### src/rtl/alu_seq.sv
// alu_seq: multi-cycle ALU with valid/ready handshakes, bit-serial shifts and a shift-add multiply.
// Result and flags are registered and held in DONE until the consumer takes them.
module alu_seq #(
   parameter int WIDTH = 8,
   parameter int CNTW  = $clog2(WIDTH+1)
) (
   input  logic             clk,
   input  logic             rst,
   input  logic             in_valid,
   output logic             in_ready,
   input  logic [5:0]       alu_op,
   input  logic [WIDTH-1:0] in_a,
   input  logic [WIDTH-1:0] in_b,
   output logic             out_valid,
   input  logic             out_ready,
   output logic [WIDTH-1:0] out,
   output logic             flag_z,
   output logic             flag_n,
   output logic             flag_c,
   output logic             flag_v,
   output logic             out_illegal
);

   localparam logic [5:0] OP_OR   = 6'd0;
   localparam logic [5:0] OP_NAND = 6'd1;
   localparam logic [5:0] OP_NOR  = 6'd2;
   localparam logic [5:0] OP_AND  = 6'd3;
   localparam logic [5:0] OP_ADD  = 6'd4;
   localparam logic [5:0] OP_SUB  = 6'd5;
   localparam logic [5:0] OP_XOR  = 6'd6;
   localparam logic [5:0] OP_SHL  = 6'd7;
   localparam logic [5:0] OP_SHR  = 6'd8;
   localparam logic [5:0] OP_ASR  = 6'd9;
   localparam logic [5:0] OP_MUL  = 6'd10;

   localparam logic [WIDTH-1:0] WMAX = WIDTH'(WIDTH);
   localparam logic [CNTW-1:0]  CMAX = CNTW'(WIDTH);

   typedef enum logic [1:0] {IDLE, BUSY, DONE} state_t;

   state_t                  state, state_nx;
   logic                    accept, is_shift, multi, last, load;
   logic [5:0]              op_r;
   logic [2*WIDTH-1:0]      acc, step_acc;
   logic [WIDTH-1:0]        mcand, mul_add;
   logic [WIDTH:0]          mul_sum, add_w, sub_w;
   logic [CNTW-1:0]         cnt, k;
   logic                    step_c;
   logic signed [WIDTH-1:0] asr_in, asr_out;
   logic [WIDTH-1:0]        res;
   logic                    res_c, res_v, res_ill;

   function automatic logic add_ovf(input logic sa, input logic sb, input logic sr);
      return (sa == sb) && (sr != sa);
   endfunction

   function automatic logic sub_ovf(input logic sa, input logic sb, input logic sr);
      return (sa != sb) && (sr != sa);
   endfunction

   assign in_ready = (state == IDLE) && !rst;
   assign accept   = in_valid && in_ready;
   assign is_shift = (alu_op == OP_SHL) || (alu_op == OP_SHR) || (alu_op == OP_ASR);
   assign multi    = (is_shift && (in_b != '0)) || (alu_op == OP_MUL);
   assign k        = (in_b >= WMAX) ? CMAX : in_b[CNTW-1:0];
   assign last     = (state == BUSY) && (cnt == CNTW'(1));
   assign load     = (accept && !multi) || last;

   always_ff @(posedge clk or posedge rst) begin
      if (rst) state <= IDLE;
      else     state <= state_nx;
   end

   always_comb begin
      state_nx = state;
      case (state)
         IDLE:    if (accept) state_nx = multi ? BUSY : DONE;
         BUSY:    if (cnt == CNTW'(1)) state_nx = DONE;
         DONE:    if (out_ready) state_nx = IDLE;
         default: state_nx = IDLE;
      endcase
   end

   always_comb begin
      out_valid = (state == DONE);
   end

   // One iteration: a single-bit shift, or one shift-add step with the multiplier in acc's low half
   always_comb begin
      asr_in   = acc[WIDTH-1:0];
      asr_out  = asr_in >>> 1;
      mul_add  = acc[0] ? mcand : {WIDTH{1'b0}};
      mul_sum  = {1'b0, acc[2*WIDTH-1:WIDTH]} + {1'b0, mul_add};
      step_acc = {mul_sum, acc[WIDTH-1:1]};
      step_c   = 1'b0;
      case (op_r)
         OP_SHL: begin
            step_acc = {acc[2*WIDTH-1:WIDTH], acc[WIDTH-2:0], 1'b0};
            step_c   = acc[WIDTH-1];
         end
         OP_SHR: begin
            step_acc = {acc[2*WIDTH-1:WIDTH], 1'b0, acc[WIDTH-1:1]};
            step_c   = acc[0];
         end
         OP_ASR: begin
            step_acc = {acc[2*WIDTH-1:WIDTH], asr_out};
            step_c   = acc[0];
         end
         default: ;
      endcase
   end

   always_comb begin
      add_w   = {1'b0, in_a} + {1'b0, in_b};
      sub_w   = {1'b0, in_a} - {1'b0, in_b};
      res     = '0;
      res_c   = 1'b0;
      res_v   = 1'b0;
      res_ill = 1'b0;
      if (state == BUSY) begin
         res = step_acc[WIDTH-1:0];
         if (op_r == OP_MUL) res_v = |step_acc[2*WIDTH-1:WIDTH];
         else                res_c = step_c;
      end else begin
         case (alu_op)
            OP_OR:   res = in_a | in_b;
            OP_NAND: res = ~(in_a & in_b);
            OP_NOR:  res = ~(in_a | in_b);
            OP_AND:  res = in_a & in_b;
            OP_XOR:  res = in_a ^ in_b;
            OP_ADD: begin
               res   = add_w[WIDTH-1:0];
               res_c = add_w[WIDTH];
               res_v = add_ovf(in_a[WIDTH-1], in_b[WIDTH-1], add_w[WIDTH-1]);
            end
            OP_SUB: begin
               res   = sub_w[WIDTH-1:0];
               res_c = sub_w[WIDTH];
               res_v = sub_ovf(in_a[WIDTH-1], in_b[WIDTH-1], sub_w[WIDTH-1]);
            end
            OP_SHL, OP_SHR, OP_ASR: res = in_a;
            OP_MUL: ;
            default: res_ill = 1'b1;
         endcase
      end
   end

   // Operand/iteration state carries no reset: it is reloaded on every accept
   always_ff @(posedge clk) begin
      if (accept) begin
         op_r  <= alu_op;
         acc   <= {{WIDTH{1'b0}}, in_a};
         mcand <= in_b;
         cnt   <= (alu_op == OP_MUL) ? CMAX : k;
      end else if (state == BUSY) begin
         acc <= step_acc;
         cnt <= cnt - CNTW'(1);
      end
   end

   always_ff @(posedge clk or posedge rst) begin
      if (rst) begin
         out         <= '0;
         flag_z      <= 1'b0;
         flag_n      <= 1'b0;
         flag_c      <= 1'b0;
         flag_v      <= 1'b0;
         out_illegal <= 1'b0;
      end else if (load) begin
         out         <= res;
         flag_z      <= (res == '0);
         flag_n      <= res[WIDTH-1];
         flag_c      <= res_c;
         flag_v      <= res_v;
         out_illegal <= res_ill;
      end
   end

endmodule

### config.mk
export PLATFORM = sky130hd
export DESIGN_NAME = alu_seq
export DESIGN_NICKNAME = d
export VERILOG_FILES = /design/src/rtl/alu_seq.sv
export SDC_FILE = /design/constraint.sdc
export NUM_CORES = 1
export LEC_CHECK = 0
export ABC_AREA = 0
export CAP_MARGIN = 20
export CORE_MARGIN = 4
export CORE_UTILIZATION = 58
export CTS_BUF_LIST = sky130_fd_sc_hd__clkbuf_4 sky130_fd_sc_hd__clkbuf_8 sky130_fd_sc_hd__clkbuf_16
export DETAILED_ROUTE_END_ITERATION = 8
export GPL_TIMING_DRIVEN = 1
export PLACE_DENSITY = 0.91
export SYNTH_ARGS = -nofsm -noshare
export SYNTH_HDL_FRONTEND = slang
export SYNTH_SLANG_ARGS = --single-unit
### constraint.sdc
create_clock -name clk -period 3.4 [get_ports clk]
set_clock_uncertainty 0.1 [all_clocks]
set_input_delay 0.68 -clock clk [delete_from_list [all_inputs] [get_ports clk]]
set_output_delay 0.68 -clock clk [all_outputs]
set_load 0.02 [all_outputs]
Word level (Yosys, flattened, before mapping)
Index checks and enable logic that the tools add are counted.
W data, S select, Z words.

word-level totals
  register bits after elaboration = 49
  input bits = 26
  logic and storage cells = 93

operators by class
  add/sub/neg operators = 4
  $lt $le $gt $ge = 1
  equality and inequality tests = 24
  muxes and demuxes = 24
  bitwise operators = 5
  reductions and logical operators = 23

operators by type and width
  cell                  number
  $pmux W8 S8           1
  $pmux W16 S3          1
  $eq A6 B4 Y1 const B  6
  $mux W8               4
  $eq A6 B3 Y1 const B  5
  $add A8 B8 Y9         2
  $mux W4               4
  $not A8 Y8            2
  $eq A6 B2 Y1 const B  2
  $reduce_or A11 Y1     1
  $sub A8 B8 Y9         1
  $and A8 B8 Y8         1
  $ge A8 B4 Y1 const B  1
  $logic_not A8 Y1      1
  $mux W2               4
  $or A8 B8 Y8          1
  $reduce_bool A8 Y1    1
  $reduce_or A8 Y1      1
  $xor A8 B8 Y8         1
  $logic_and A1 B1 Y1   7
  $eq A6 B1 Y1 const B  1
  $logic_not A6 Y1      1
  $mux W1               6
  $pmux W1 S2           3
  16 further kinds      23

Longest topological paths before layout
  depth in word-level cells = 8
  mapped depth = 11
  gate-level depth less buffers = 11

Worst setup path after synthesis
OpenSTA, ideal clock, no wires.

  path kind = input-to-reg
  from = in in_b[2]
  to = reg out[7]
  setup time = 0.125 ns
  arrival = 2.613 ns
  data required time = 3.175 ns
  slack = 0.563 ns
  stages on the path = 10
  path buffers = 1
  cells stage by stage = inv_1 -> ha_1 -> clkbuf_1 -> or4_1 -> a31oi_1 -> mux2i_1 -> xor2_1 -> a21oi_1 -> a311oi_1 -> mux2_2

between the ends
  word-level cells in the longest chain between the ends = 6

ends and longest elaborated chain
  item                                                                   line  RTL
  from (decl)                                                            13    input logic [WIDTH-1:0] in_b,
  parallel branches: the longest is 6 deep, another holds $sub A8 B8 Y9  n/a
  to (signal assigned)                                                   170   out <= res;
  to (decl)                                                              16    output logic [WIDTH-1:0] out,

Parallel ways; which one is timed is not known.
A chain may end at the register's enable or synchronous reset.

Final worst setup path
  from = in in_b[1]
  to = reg out[7]

The elaborated chain is that of the path after synthesis.

==> key figures <==
Run status
  • Status: finished clean

Setup path
  • Worst Setup End Kind: flop
  • WP buf/inv: 2
  • Worst r2r src: acc[0]$_DFFE_PP_
  • Crit. Startpoint: in_b[1]
  • Max stage delay on crit path: 510 ps
  • CP Cell Sequence: clkdlybuf4s50_1 > inv_1 > ha_1 > o21ba_2 > or4_1 > a31oi_1 > mux2i_1 > xor2_1 > a21oi_1 > a311oi_1 > mux2_2
  • Critical path's top delay family: compound AO/OA/AOI/OAI gates
  • Arr. time, crit path: 3390 ps
  • Worst endpoint required time: 3560 ps
  • CP Max Fanout: 3
  • Setup crit start kind: input port
  • WS Path Type: input port to flop
  • CP max stage cell: clkdlybuf4s50_1

Global routing
  • GRT overflow: 0
  • First-pass GRT wire length: 16930 µm
  • Largest net degree at the start of global routing: 19
  • GRT Total Usage: 0.2824
  • Vias in the first global route: 3560
  • Initial antenna violation count: 0

Detailed routing
  • Via Count: 3474
  • Iter 0 DRT Violations: 172
  • WL final: 10220 µm
  • Wire length per cell: 18.54 µm
  • Drc violations: 0
  • Wl on met1: 3851 µm
  • Routed length on met2: 5337 µm
  • Top layer in use: met4
  • Met3 wire length: 617 µm
  • TritonRoute pass-1 iters: 5
  • Post-route ant nets: 0
  • Vias per inst: 6.305

STA
  • Final Critical Period: 3235 ps
  • Headroom to the max-slew limit: 0.2993
  • Part of the cycle the worst path needs: 0.9516
  • Hold Fails Final Rpt: 0
  • Pins Over Slew Limit: 0
  • Worst-Margin Slew: 1042 ps
  • Final worst slack: 164.7 ps
  • Hold WS: 381.6 ps
  • # setup viols final: 0
  • Max Fclk: 309.1 MHz
  • Setup TNS: 0 ps

Min path
  • Worst hold path type: flop to flop
  • Hold_sp: out[4]$_DFFE_PP0P_

Clocking
  • CTS Buffer Depth: 2
  • Later-pin clock latency in the skew report: 310 ps
  • Post-cts gate resize count: 0
  • CTS root buf: clkbuf_8
  • Cts bufs inserted: 5
  • Post-CTS Setup Inserts: 0
  • Htree depth: 2
  • Worst-path clk slew: 90 ps
  • Sink Count: 48
  • CTS Hold Bufs: 0
  • CTS tree: built

Place
  • Port bufs: 40
  • Dpl cells: 543
  • Post-detail-place hpwl: 8081 µm
  • RD Place Congestion: 0.9709
  • Pre-CTS setup slack: -167.4 ps

Synth
  • Synth Area in Adders: 0.1289
  • Mux contribution to synthesized area: 0.04320
  • Register area share after synthesis: 0.3430
  • Synth Area in Compound Gates: 0.2024
  • EDFF count, synth: 26
  • Post-synthesis simple-gate area fraction: 0.1775
  • Largest family of logic cells by synthesized area: compound AO/OA/AOI/OAI gates
  • Xor-xnor portion of the synthesized cell area: 0.05118
  • Synth Flop Type: edfxtp_1
  • Yosys cell types: 67
  • Warnings from Yosys: 0
  • Mean Syn Cell Area: 9.250 µm²
  • Post-synthesis cell area: 3765 µm²
  • #FFs+latches synth: 48
  • Async SR Flop Fraction: 0.2917
  • Syn Inst Count: 407
  • Syn_nets: 470

Die
  • Initial Util: 0.5963
  • Row cnt: 29
  • Die X: 88.57 µm
  • Die Ht: 88.57 µm
  • Core Box Area: 6314 µm²
  • Die Area: 7844 µm²
  • IO Pins: 41

Final layout
  • Sequential cell area: 1291 µm²
  • Area grow syn2layout: 20.37%
  • Post-route insts no fill: 551
  • Number of diodes: 0
  • Share of layout cells above drive strength 1: 0.1287
  • Fin nets: 536
  • Fill cells: 446
  • Multi-input logic area: 2285 µm²

Power
  • P_leak: 1.969 nW
  • Worst vdd ir: 0.2332 mV
  • Total power draw: 1.581 mW
  • P per Cell Area: 348.8 nW/µm²

Flow run
  • Max cap viols: 0
worst reg2reg max path, delay by kind of cell (launching register included):
family          cells  cell delay (ps)
flops               1              530
simple gates        4             1060
xor+xnor            1              170
compound gates      4              870
fa+ha+maj           1              280
worst paths after layout:
path	endpoint	slack, ps	depth (start not counted)
worst max-delay path	out[7]$_DFFE_PP0P_	160	11
worst min-delay path	out[4]$_DFFE_PP0P_	380	2
worst max register to register	flag_v$_DFFE_PP0P_	300	10
worst min register to register	out[4]$_DFFE_PP0P_	380	2
max in group asynchronous	state[0]$_DFFE_PP0P_	2230	2
min in group asynchronous	flag_c$_DFFE_PP0P_	620	2
logic make-up after synthesis:
logic type | after synthesis
and+or+nand+nor | 125
adders and majority gates | 37
AOI/OAI and AO/OA | 115
DFF | 48
buffers and inverters | 44
xor gates and xnor gates | 22
muxes | 16
area by class of cell:
cell class,instances,area share
Clock inverter,3,0.004141
Sequential cell,48,0.2849
Clock buffer,5,0.01518
Timing Repair Buffer,76,0.1480
Tap cell,77,0.02126
Inverter,27,0.02236
Multi-Input combinational cell,315,0.5041
Yosys cell counts, types with 3 or more instances:
| cell type | number | area [µm²] |
|---|---|---|
| dfrtp_1 | 14 | 350.3 |
| a31oi_1 | 4 | 25.02 |
| clkbuf_1 | 7 | 26.28 |
| fa_1 | 3 | 60.06 |
| o22ai_1 | 5 | 31.28 |
| o21bai_1 | 3 | 22.52 |
| xor2_1 | 15 | 131.4 |
| nor4_1 | 3 | 18.77 |
| nor2b_1 | 3 | 18.77 |
| nor3_1 | 13 | 65.06 |
| a211oi_1 | 6 | 45.04 |
| buf_2 | 3 | 15.01 |
| ha_1 | 34 | 425.4 |
| a21o_1 | 8 | 60.06 |
| o22a_1 | 3 | 26.28 |
| buf_4 | 4 | 30.03 |
| nand2_1 | 22 | 82.58 |
| a21oi_1 | 26 | 130.1 |
| edfxtp_1 | 26 | 780.8 |
| xnor2_1 | 7 | 61.31 |
| nor2_1 | 33 | 123.9 |
| a22oi_1 | 6 | 45.04 |
| or4_1 | 3 | 22.52 |
| nand3_1 | 10 | 50.05 |
| inv_1 | 27 | 101.4 |
| nand2b_1 | 7 | 43.79 |
| dfxtp_1 | 8 | 160.2 |
| and3_1 | 4 | 25.02 |
| o21ai_0 | 27 | 135.1 |
| or3_1 | 4 | 25.02 |
| mux2i_1 | 14 | 140.1 |
| and2_1 | 8 | 50.05 |
| a22o_1 | 5 | 43.79 |
routing by layer:
| layer | up-vias | track usage |
|---|---|---|
| met5 | - | 0 |
| met4 | 0 | 0.1456 |
| met3 | 38 | 0.04935 |
| met2 | 152 | 0.5051 |
| met1 | 1656 | 0.3208 |
| li1 | 1628 | - |
cell usage in the layout (no fill, tap or decap), types with 3 or more instances in the layout:
cell             instances
o22a_1                   3
o22ai_1                  5
edfxtp_1                26
nor2b_1                  3
fa_1                     3
nand2b_1                 7
nand3_1                 10
inv_1                   27
and2_1                   8
or3_1                    4
a21oi_1                 26
buf_4                   36
nor2_1                  33
o21ai_0                 27
mux2i_1                 14
a22o_1                   5
nand2_1                 22
a21o_1                   8
a211oi_1                 6
xnor2_1                  7
a31oi_1                  4
clkbuf_8                 5
and3_1                   4
nor4_1                   3
dfrtp_1                 14
nor3_1                  13
clkdlybuf4s50_1         40
a22oi_1                  6
xor2_1                  15
or4_1                    3
ha_1                    34
dfxtp_1                  8
o21bai_1                 3
sequential cells by signal, summed over array words and instances, names as in the netlist:
| name | flops |
|---|---|
| mcand | 8 |
| state | 2 |
| cnt | 4 |
| out | 8 |
| flag_z | 1 |
| flag_v | 1 |
| acc | 16 |
| op_r | 6 |
| flag_c | 1 |
| out_illegal | 1 |
report_power, final:
| group | internal, mW | switching, mW |
|---|---|---|
| Sequential | 0.675 | 0.0364 |
| Clock | 0.144 | 0.199 |
| Combinational | 0.240 | 0.287 |
| Total | 1.06 | 0.522 |
metrics by stage:
step                cell area, µm²  utilization
floorplan                     3765            -
global placement              4431       0.7017
detailed placement            4431       0.7017
CTS                           4518       0.7156
global route                  4532       0.7178
finish                        4532       0.7178
Note: power is estimated with default switching activity, not from simulation.
